`config.mk`:
```
export PLATFORM = sky130hd
export DESIGN_NAME = crc32_multibyte
export DESIGN_NICKNAME = d
export VERILOG_FILES = /design/src/rtl/rx_tx_pkg.sv /design/src/rtl/crc32_multibyte.sv
export SDC_FILE = /design/constraint.sdc
export NUM_CORES = 1
export LEC_CHECK = 0
export ABC_AREA = 1
export BUFFER_PORTS_ARGS = -buffer_cell sky130_fd_sc_hd__buf_4
export CORE_MARGIN = 3
export CORE_UTILIZATION = 53
export DETAILED_ROUTE_END_ITERATION = 10
export GPL_ROUTABILITY_DRIVEN = 1
export PLACE_DENSITY = 0.82
export SYNTH_ARGS = -nofsm -noshare
export SYNTH_HDL_FRONTEND = slang
export SYNTH_SLANG_ARGS = --single-unit
```
`constraint.sdc`:
```
create_clock -name vclk -period 3.3
set_input_delay 0.33 -clock vclk [all_inputs]
set_output_delay 0.33 -clock vclk [all_outputs]
set_load 0.05 [all_outputs]
```
`src/rtl/rx_tx_pkg.sv`:
```
// Shared receive/transmit definitions: CRC-32 constants, per-byte reflected CRC
// helper and the FCS checker state encoding.
package rx_tx_pkg;

  localparam logic [31:0] CRC32_INIT              = 32'hFFFFFFFF;
  localparam logic [31:0] CRC32_RESIDUE_REFLECTED = 32'hDEBB20E3;
  localparam logic [31:0] CRC32_POLY_REFLECTED    = 32'hEDB88320;

  typedef enum logic [1:0] {
    FCS_IDLE   = 2'd0,
    FCS_ACCUM  = 2'd1,
    FCS_RESULT = 2'd2
  } fcs_state_t;

  // Folds one byte into a reflected CRC-32, LSB of the byte first.
  function automatic logic [31:0] crc32_byte_refl(input logic [31:0] crc,
                                                  input logic [7:0]  data);
    logic [31:0] c;
    c = crc ^ {24'd0, data};
    for (int i = 0; i < 8; i++) begin
      if (c[0]) begin
        c = (c >> 1) ^ CRC32_POLY_REFLECTED;
      end else begin
        c = c >> 1;
      end
    end
    return c;
  endfunction

endpackage

```
`src/rtl/crc32_multibyte.sv`:
```
// Combinational fold of up to DATA_BYTES lanes into a reflected CRC-32;
// lane 0 is processed first, lanes with keep clear are skipped.
module crc32_multibyte
  import rx_tx_pkg::*;
#(
  parameter int DATA_BYTES = 4
) (
  input  logic [31:0]             crc_in,
  input  logic [8*DATA_BYTES-1:0] data,
  input  logic [DATA_BYTES-1:0]   keep,
  output logic [31:0]             crc_out
);

  // Chain the per-byte update across the enabled lanes in wire order.
  always_comb begin
    crc_out = crc_in;
    for (int i = 0; i < DATA_BYTES; i++) begin
      if (keep[i]) begin
        crc_out = crc32_byte_refl(crc_out, data[8*i +: 8]);
      end else begin
        crc_out = crc_out;
      end
    end
  end

endmodule

```
==> results of run 1 <==
kinds of logic after synthesis:
group / count (synthesis) / share of synthesized area (%)
xor+xnor: 96 / 13.0
simple gates: 1071 / 71.5
buf+inv: 158 / 9.34
mux: 2 / 0.286
compound gates: 76 / 5.86
synthesized netlist by cell type (all sizes together):
master and number:
a21oi 8, o211ai 2, o221ai 1, xor2 73
nor2 24, o21bai 1, xnor2 23, o21ai 55
nand3 280, nand3b 6, a31oi 6, o21a 1
clkinv 1, nand2 744, o22ai 1, or2 14
mux2i 2, nand4 3, buf 21, clkbuf 12
inv 124, o31ai 1
metrics by stage:
step	area, µm²	util (%)	cells
after floorplan	7240	-	1403
after global placement	10400	81.7	1956
after detailed placement	10400	81.7	1956
after CTS	12100	94.7	2005
what timing repair did:
item,in CTS
pin swaps,117
buffers inserted,50
endpoints found under the setup margin,32
gates resized for setup,320
==> out/qor.csv, run 1 <==
stage,metric,value,unit
yosys,synth_top_cell_by_area,nand2_1,
yosys,yosysSeqAreaShare,0,%
clock_network,cts_hold_buffers,0,
die,die_x,121,µm
placed_design,dp_slack,-0.861,ns
die,start_util,54.9,%
global_routing,grt_start_max_net_pins,45,
outcome,status,stopped before the end,
placed_design,hpwl,26.1,mm
die,rows,41,
placed_design,gp_congestion,1.09,
yosys,synth.area.top_cells,"nand2_1 35%, nand3_1 18%, xor2_1 8.2%",
die,io_pins,100,
yosys,syn_area,0.00701,mm²
outcome,haltStage,5_1_grt,
yosys,synth_top_area_share,35.1,%
yosys,syn_area_per_cell,4.99,µm²
sta,postGrtWorstEndpoint,crc_out[12],
yosys,synth.distinct_cells,40,
yosys,synth_nets,1471,
sta,worst-ep-kind,output port,
yosys,syn-instance-count,1403,
outcome,error_line,"[ERROR DPL-0038] Utilization greater than 100%, impossible to legalize",
die,die_h,121,µm
yosys,yosysWarnings,0,
placed_design,port_buffers,100,
==> inputs of run 2 (changes only) <==
--- a/config.mk
+++ b/config.mk
@@ -8,10 +8,10 @@
 export ABC_AREA = 1
 export BUFFER_PORTS_ARGS = -buffer_cell sky130_fd_sc_hd__buf_4
 export CORE_MARGIN = 3
-export CORE_UTILIZATION = 53
+export CORE_UTILIZATION = 38
 export DETAILED_ROUTE_END_ITERATION = 10
 export GPL_ROUTABILITY_DRIVEN = 1
-export PLACE_DENSITY = 0.82
+export PLACE_DENSITY_LB_ADDON = 0.15
 export SYNTH_ARGS = -nofsm -noshare
 export SYNTH_HDL_FRONTEND = slang
 export SYNTH_SLANG_ARGS = --single-unit
==> constraint.sdc (replaced) <==
create_clock -name vclk -period 4.3
set_input_delay 0.43 -clock vclk [all_inputs]
set_output_delay 0.43 -clock vclk [all_outputs]
set_load 0.05 [all_outputs]
==> out/qor.csv, run 2 <==
stage,metric,value,unit
die,core-area,0.0180,mm²
yosys,syn-instance-count,1403,
die,rows,49,
global_routing,grt_usage,28.7,%
setup_path,critPathSlowestCell,buf_6,
setup_path,cp_max_fo,6,
global_routing,antenna_found_initial,0,
finish,layout_commonest_cell,nand2_1,
global_routing,grt_start_max_net_pins,46,
yosys,synth.distinct_cells,40,
finish,seq_cell_count,0,
placed_design,gp_congestion,1.01,
sta,rsz0062_at_grt,yes,
power_and_ir_drop,p_leak,6.49,nW
routing,vias_per_cell,5.36,
die,start_util,38.9,%
flow_run,drv_cap,0,
yosys,syn_area,0.00701,mm²
global_routing,grt_pass1_wl,46.5,mm
yosys,synth_nets,1471,
finish,nClkBuffers,0,
sta,setup_tns,0,ns
sta,relSlewSlack,45.1,%
power_and_ir_drop,ir_drop,0.438,mV
setup_path,cp-start-kind,primary input,
min_path,hold_end,crc_out[23],
yosys,synth.area.top_cells,"nand2_1 35%, nand3_1 18%, xor2_1 8.2%",
clock_network,cts_hold_buffers,0,
outcome,status,"finished, final reports clean",
routing,drtAntennaViolNets,0,
yosys,synth_top_cell_by_area,nand2_1,
sta,fin_crit,4.23,ns
power_and_ir_drop,power.density,387,mW/mm²
yosys,synth.most_common_cell,nand2_1,
sta,fmax,237,MHz
finish,antennaDiodeCount,0,
setup_path,crit_arrival,3.80,ns
sta,tightest_slew,0.823,ns
placed_design,place_area,0.00930,mm²
sta,drv_slew,0,
min_path,hold_start,keep[3],
yosys,synth_common_cells,"656 x nand2_1, 248 x nand3_1, 98 x inv_1",
routing,wl_per_cell,16.9,µm
finish,final_area,0.0121,mm²
setup_path,crit_path_frequent_cell,nand2_4,
die,io_pins,100,
placed_design,port_buffers,100,
setup_path,critPathKind,in -> out,
yosys,syn_area_per_cell,4.99,µm²
setup_path,worstSetupEndpointType,primary output,
routing,post-route-drc-count,0,
die,die_area,0.0201,mm²
routing,wirelength,33.0,mm
setup_path,critical_path_required,3.87,ns
yosys,yosysWarnings,0,
power_and_ir_drop,p_seq_share,0,%
sta,setup_viol,0,
finish,final_nets,1798,
power_and_ir_drop,power,4.68,mW
routing,first_iter_violations,955,
finish,fillers,1648,
setup_path,max_stage_delay,0.17,ns
finish,layout-drive-gt1-share,47.5,%
min_path,hold_class,in -> out,
finish,layout_common_cells,"477 x nand2_1, 305 x buf_4, 177 x nand3_1, 155 x nand2_2",
power_and_ir_drop,switching_share,60.2,%
routing,routed-via-count,10500,
sta,whs,1.45,ns
global_routing,overflow,0,
finish,multi_input_area,0.00827,mm²
power_and_ir_drop,p_comb_share,100.0,%
sta,hold_viol_final,0,
power_and_ir_drop,clkPwrFrac,0,%
routing,drt_pre_antenna_iters,8,
finish,seq_area,0,µm²
yosys,yosysSeqAreaShare,0,%
placed_design,hpwl,25.3,mm
sta,fin_crit_sh,98.3,%
power_and_ir_drop,switchingPower,2.82,mW
global_routing,grt_pass1_vias,8740,
die,die_x,142,µm
min_path,hold_depth,4,
finish,layout-area-overhead-vs-synth,72.5,%
yosys,synth_top_area_share,35.1,%
power_and_ir_drop,power.internal,1.86,mW
die,die_h,142,µm
[run 2: cell counts after synthesis]
No cell type changed its count.
[run 2: power by group through the flow]
stage | combinational, mW | clock, mW | sequential, mW
final | 4.68 | 0 | 0
after global routing | 5.02 | 0 | 0
after CTS | 3.73 | 0 | 0
after detailed placement | 3.69 | 0 | 0
after global placement | 3.68 | 0 | 0
after floorplan | 2.40 | 0 | 0
[run 2: layout make-up]
type | count | share of cell area [%]
Inverter | 125 | 4.39
Multi-Input combinational cell | 1245 | 68.4
Tap cell | 229 | 2.37
Timing Repair Buffer | 358 | 24.8
[run 2: what timing repair did]
item / in CTS / in global routing
endpoints found under the setup margin: 18 / 32
setup buffers: 0 / 78
resized for setup: 18 / 497
endpoints found under the hold margin: 0 / 0
pin swaps: 1 / 151
gates cloned: 0 / 1
[run 2: stage by stage]
| stage | std cells | setup slack (ns) | utilization, % |
|---|---|---|---|
| floorplan | 1403 | 0.0802 | - |
| global placement | 1878 | -0.0582 | 51.6 |
| detailed placement | 1878 | -0.102 | 51.6 |
| CTS | 1878 | 0.00256 | 52.0 |
| global route | 1957 | -0.140 | 67.0 |
| finish | 1957 | 0.0731 | 67.0 |
[run 2: logic make-up after synthesis]
kind of cell,after synthesis,share of synthesized area (%)
buffers and inverters,158,9.34
AO/OA/AOI/OAI,76,5.86
XOR/XNOR,96,13.0
multiplexers,2,0.286
AND/OR/NAND/NOR,1071,71.5
[run 2: critical path: cells and delay by family]
kind | cells | cell delay, ns
simple gates | 28 | 2.46
buf+inv | 8 | 0.87
[run 2: routing by layer]
metal	up-vias	track usage (%)	routed length, µm
li1	5125	-	-
met1	4887	44.7	14700
met2	446	44.3	14900
met3	33	2.76	2960
met4	0	1.92	395
met5	-	0	0
[run 2: worst max path at each step]
stage	from	end	slack, ns	cells after the start
2_1_floorplan	data[7]	crc_out[30]	0.08	29
3_3_place_gp	crc_in[0]	crc_out[8]	-0.06	33
3_5_place_dp	crc_in[0]	crc_out[22]	-0.10	35
4_1_cts	data[1]	crc_out[15]	0.003	35
5_1_grt	data[7]	crc_out[18]	-0.14	36
6_report	data[3]	crc_out[20]	0.07	36
Power figures use the tool's default switching activity.
==> inputs of run 3 (changes only) <==
--- a/config.mk
+++ b/config.mk
@@ -7,11 +7,12 @@
 export LEC_CHECK = 0
 export ABC_AREA = 1
 export BUFFER_PORTS_ARGS = -buffer_cell sky130_fd_sc_hd__buf_4
-export CORE_MARGIN = 3
-export CORE_UTILIZATION = 38
+export CORE_MARGIN = 5
+export CORE_UTILIZATION = 40
 export DETAILED_ROUTE_END_ITERATION = 10
 export GPL_ROUTABILITY_DRIVEN = 1
 export PLACE_DENSITY_LB_ADDON = 0.15
+export SLEW_MARGIN = 5
 export SYNTH_ARGS = -nofsm -noshare
 export SYNTH_HDL_FRONTEND = slang
 export SYNTH_SLANG_ARGS = --single-unit
==> out/qor.csv, run 3 (same netlist as run 2, synthesis figures left out) <==
stage,metric,value,unit
global_routing,antenna_found_initial,0,
routing,drtAntennaViolNets,0,
sta,fin_crit,4.21,ns
setup_path,crit_path_frequent_cell,nand2_4,
power_and_ir_drop,power,4.21,mW
power_and_ir_drop,ir_drop,0.373,mV
finish,seq_cell_count,0,
finish,nClkBuffers,0,
setup_path,critical_path_required,3.87,ns
placed_design,placed_cells,1793,
sta,fin_ws,0.0886,ns
sta,setup_tns,0,ns
power_and_ir_drop,p_leak,5.87,nW
setup_path,crit_arrival,3.78,ns
setup_path,max_stage_delay,0.24,ns
flow_run,drv_cap,0,
sta,setup_viol,0,
sta,hold_viol_final,0,
die,rows,48,
finish,final_nets,1707,
placed_design,hpwl,24.2,mm
outcome,status,"finished, final reports clean",
routing,wl_met3,2.84,mm
die,core-area,0.0172,mm²
finish,post-route-util,62.3,%
die,die_h,142,µm
die,die_area,0.0203,mm²
finish,layout-drive-gt1-share,40.9,%
setup_path,crit_family,simple AND/OR/NAND/NOR gates,
routing,post-route-drc-count,0,
min_path,hold_class,in -> out,
setup_path,startpoint,crc_in[0],
finish,finalNonFillerCells,1862,
setup_path,cp_max_fo,8,
routing,vias_per_cell,5.42,
power_and_ir_drop,power.density,392,mW/mm²
finish,layout-area-overhead-vs-synth,53.1,%
sta,whs,1.44,ns
global_routing,grt_pass1_vias,8371,
die,die_x,142,µm
placed_design,port_buffers,100,
global_routing,overflow,0,
setup_path,worstSetupEndpointType,primary output,
sta,fmax,237,MHz
routing,routed-via-count,10100,
min_path,hold_start,keep[3],
sta,tightest_slew,0.870,ns
setup_path,critPathSlowestCell,buf_4,
die,start_util,40.7,%
sta,rsz0062_at_grt,yes,
routing,drt_pre_antenna_iters,5,
routing,met2_length,14.0,mm
setup_path,cp-start-kind,primary input,
finish,layout_commonest_cell,nand2_1,
global_routing,grt_start_max_net_pins,46,
sta,relSlewSlack,41.9,%
routing,wl_per_cell,16.5,µm
global_routing,grt_pass1_wl,44.0,mm
finish,layout_common_cells,"510 x nand2_1, 234 x buf_4, 192 x nand3_1, 154 x nand2_2, 93 x inv_1",
global_routing,grt_usage,27.0,%
setup_path,critPathKind,in -> out,
routing,routed.top_layer,met4,
finish,antennaDiodeCount,0,
routing,first_iter_violations,891,
sta,drv_slew,0,
routing,wirelength,30.7,mm
finish,seq_area,0,µm²
placed_design,place_area,0.00868,mm²
finish,final_area,0.0107,mm²
placed_design,gp_congestion,1.04,
die,io_pins,100,
placed_design,dp_slack,-0.0823,ns
setup_path,critPathBufInv,7,
routing,drt-met1-wl,13.3,mm
sta,fin_crit_sh,97.9,%
run 3: changes by cell type in the layout (fill, tap and decap cells not counted), moves of 10 or more:
cell	change
buf_4	-71
buf_6	-19
nand2_1	+33
nand2_4	-15
nand2_8	-17
nand3_1	+15
nand3_4	-10
run 3: path summary, 6_finish.rpt:
path / end / slack [ns] / cells after the start
worst max-delay path: crc_out[2] / 0.09 / 33
worst min-delay path: crc_out[23] / 1.44 / 4
run 3: metal layers:
metal	GRT usage (%)	up-vias
met5	0	-
met1	40.1	4656
met4	4.30	0
met3	3.76	46
met2	42.0	447
li1	-	4947
run 3: area by class of cell:
type	instances	area, µm²
inverter	125	520
timing repair buffer	267	2240
tap	225	282
fill	1639	6510
multi-input combinational	1245	7690
run 3: where the power goes:
part | internal [mW] | total, mW | switching, mW | leakage, nW
Combinational | 1.58 | 4.21 | 2.63 | 5.87
Sequential | 0 | 0 | 0 | 0
Clock | 0 | 0 | 0 | 0
Total | 1.58 | 4.21 | 2.63 | 5.87
run 3: what timing repair did:
item / CTS / global route
resized for setup: 8 / 356
pin swaps: 0 / 121
hold buffers: 0 / 0
buffers inserted: 0 / 69
endpoints found under the setup margin: 14 / 32
endpoints found under the hold margin: 0 / 0
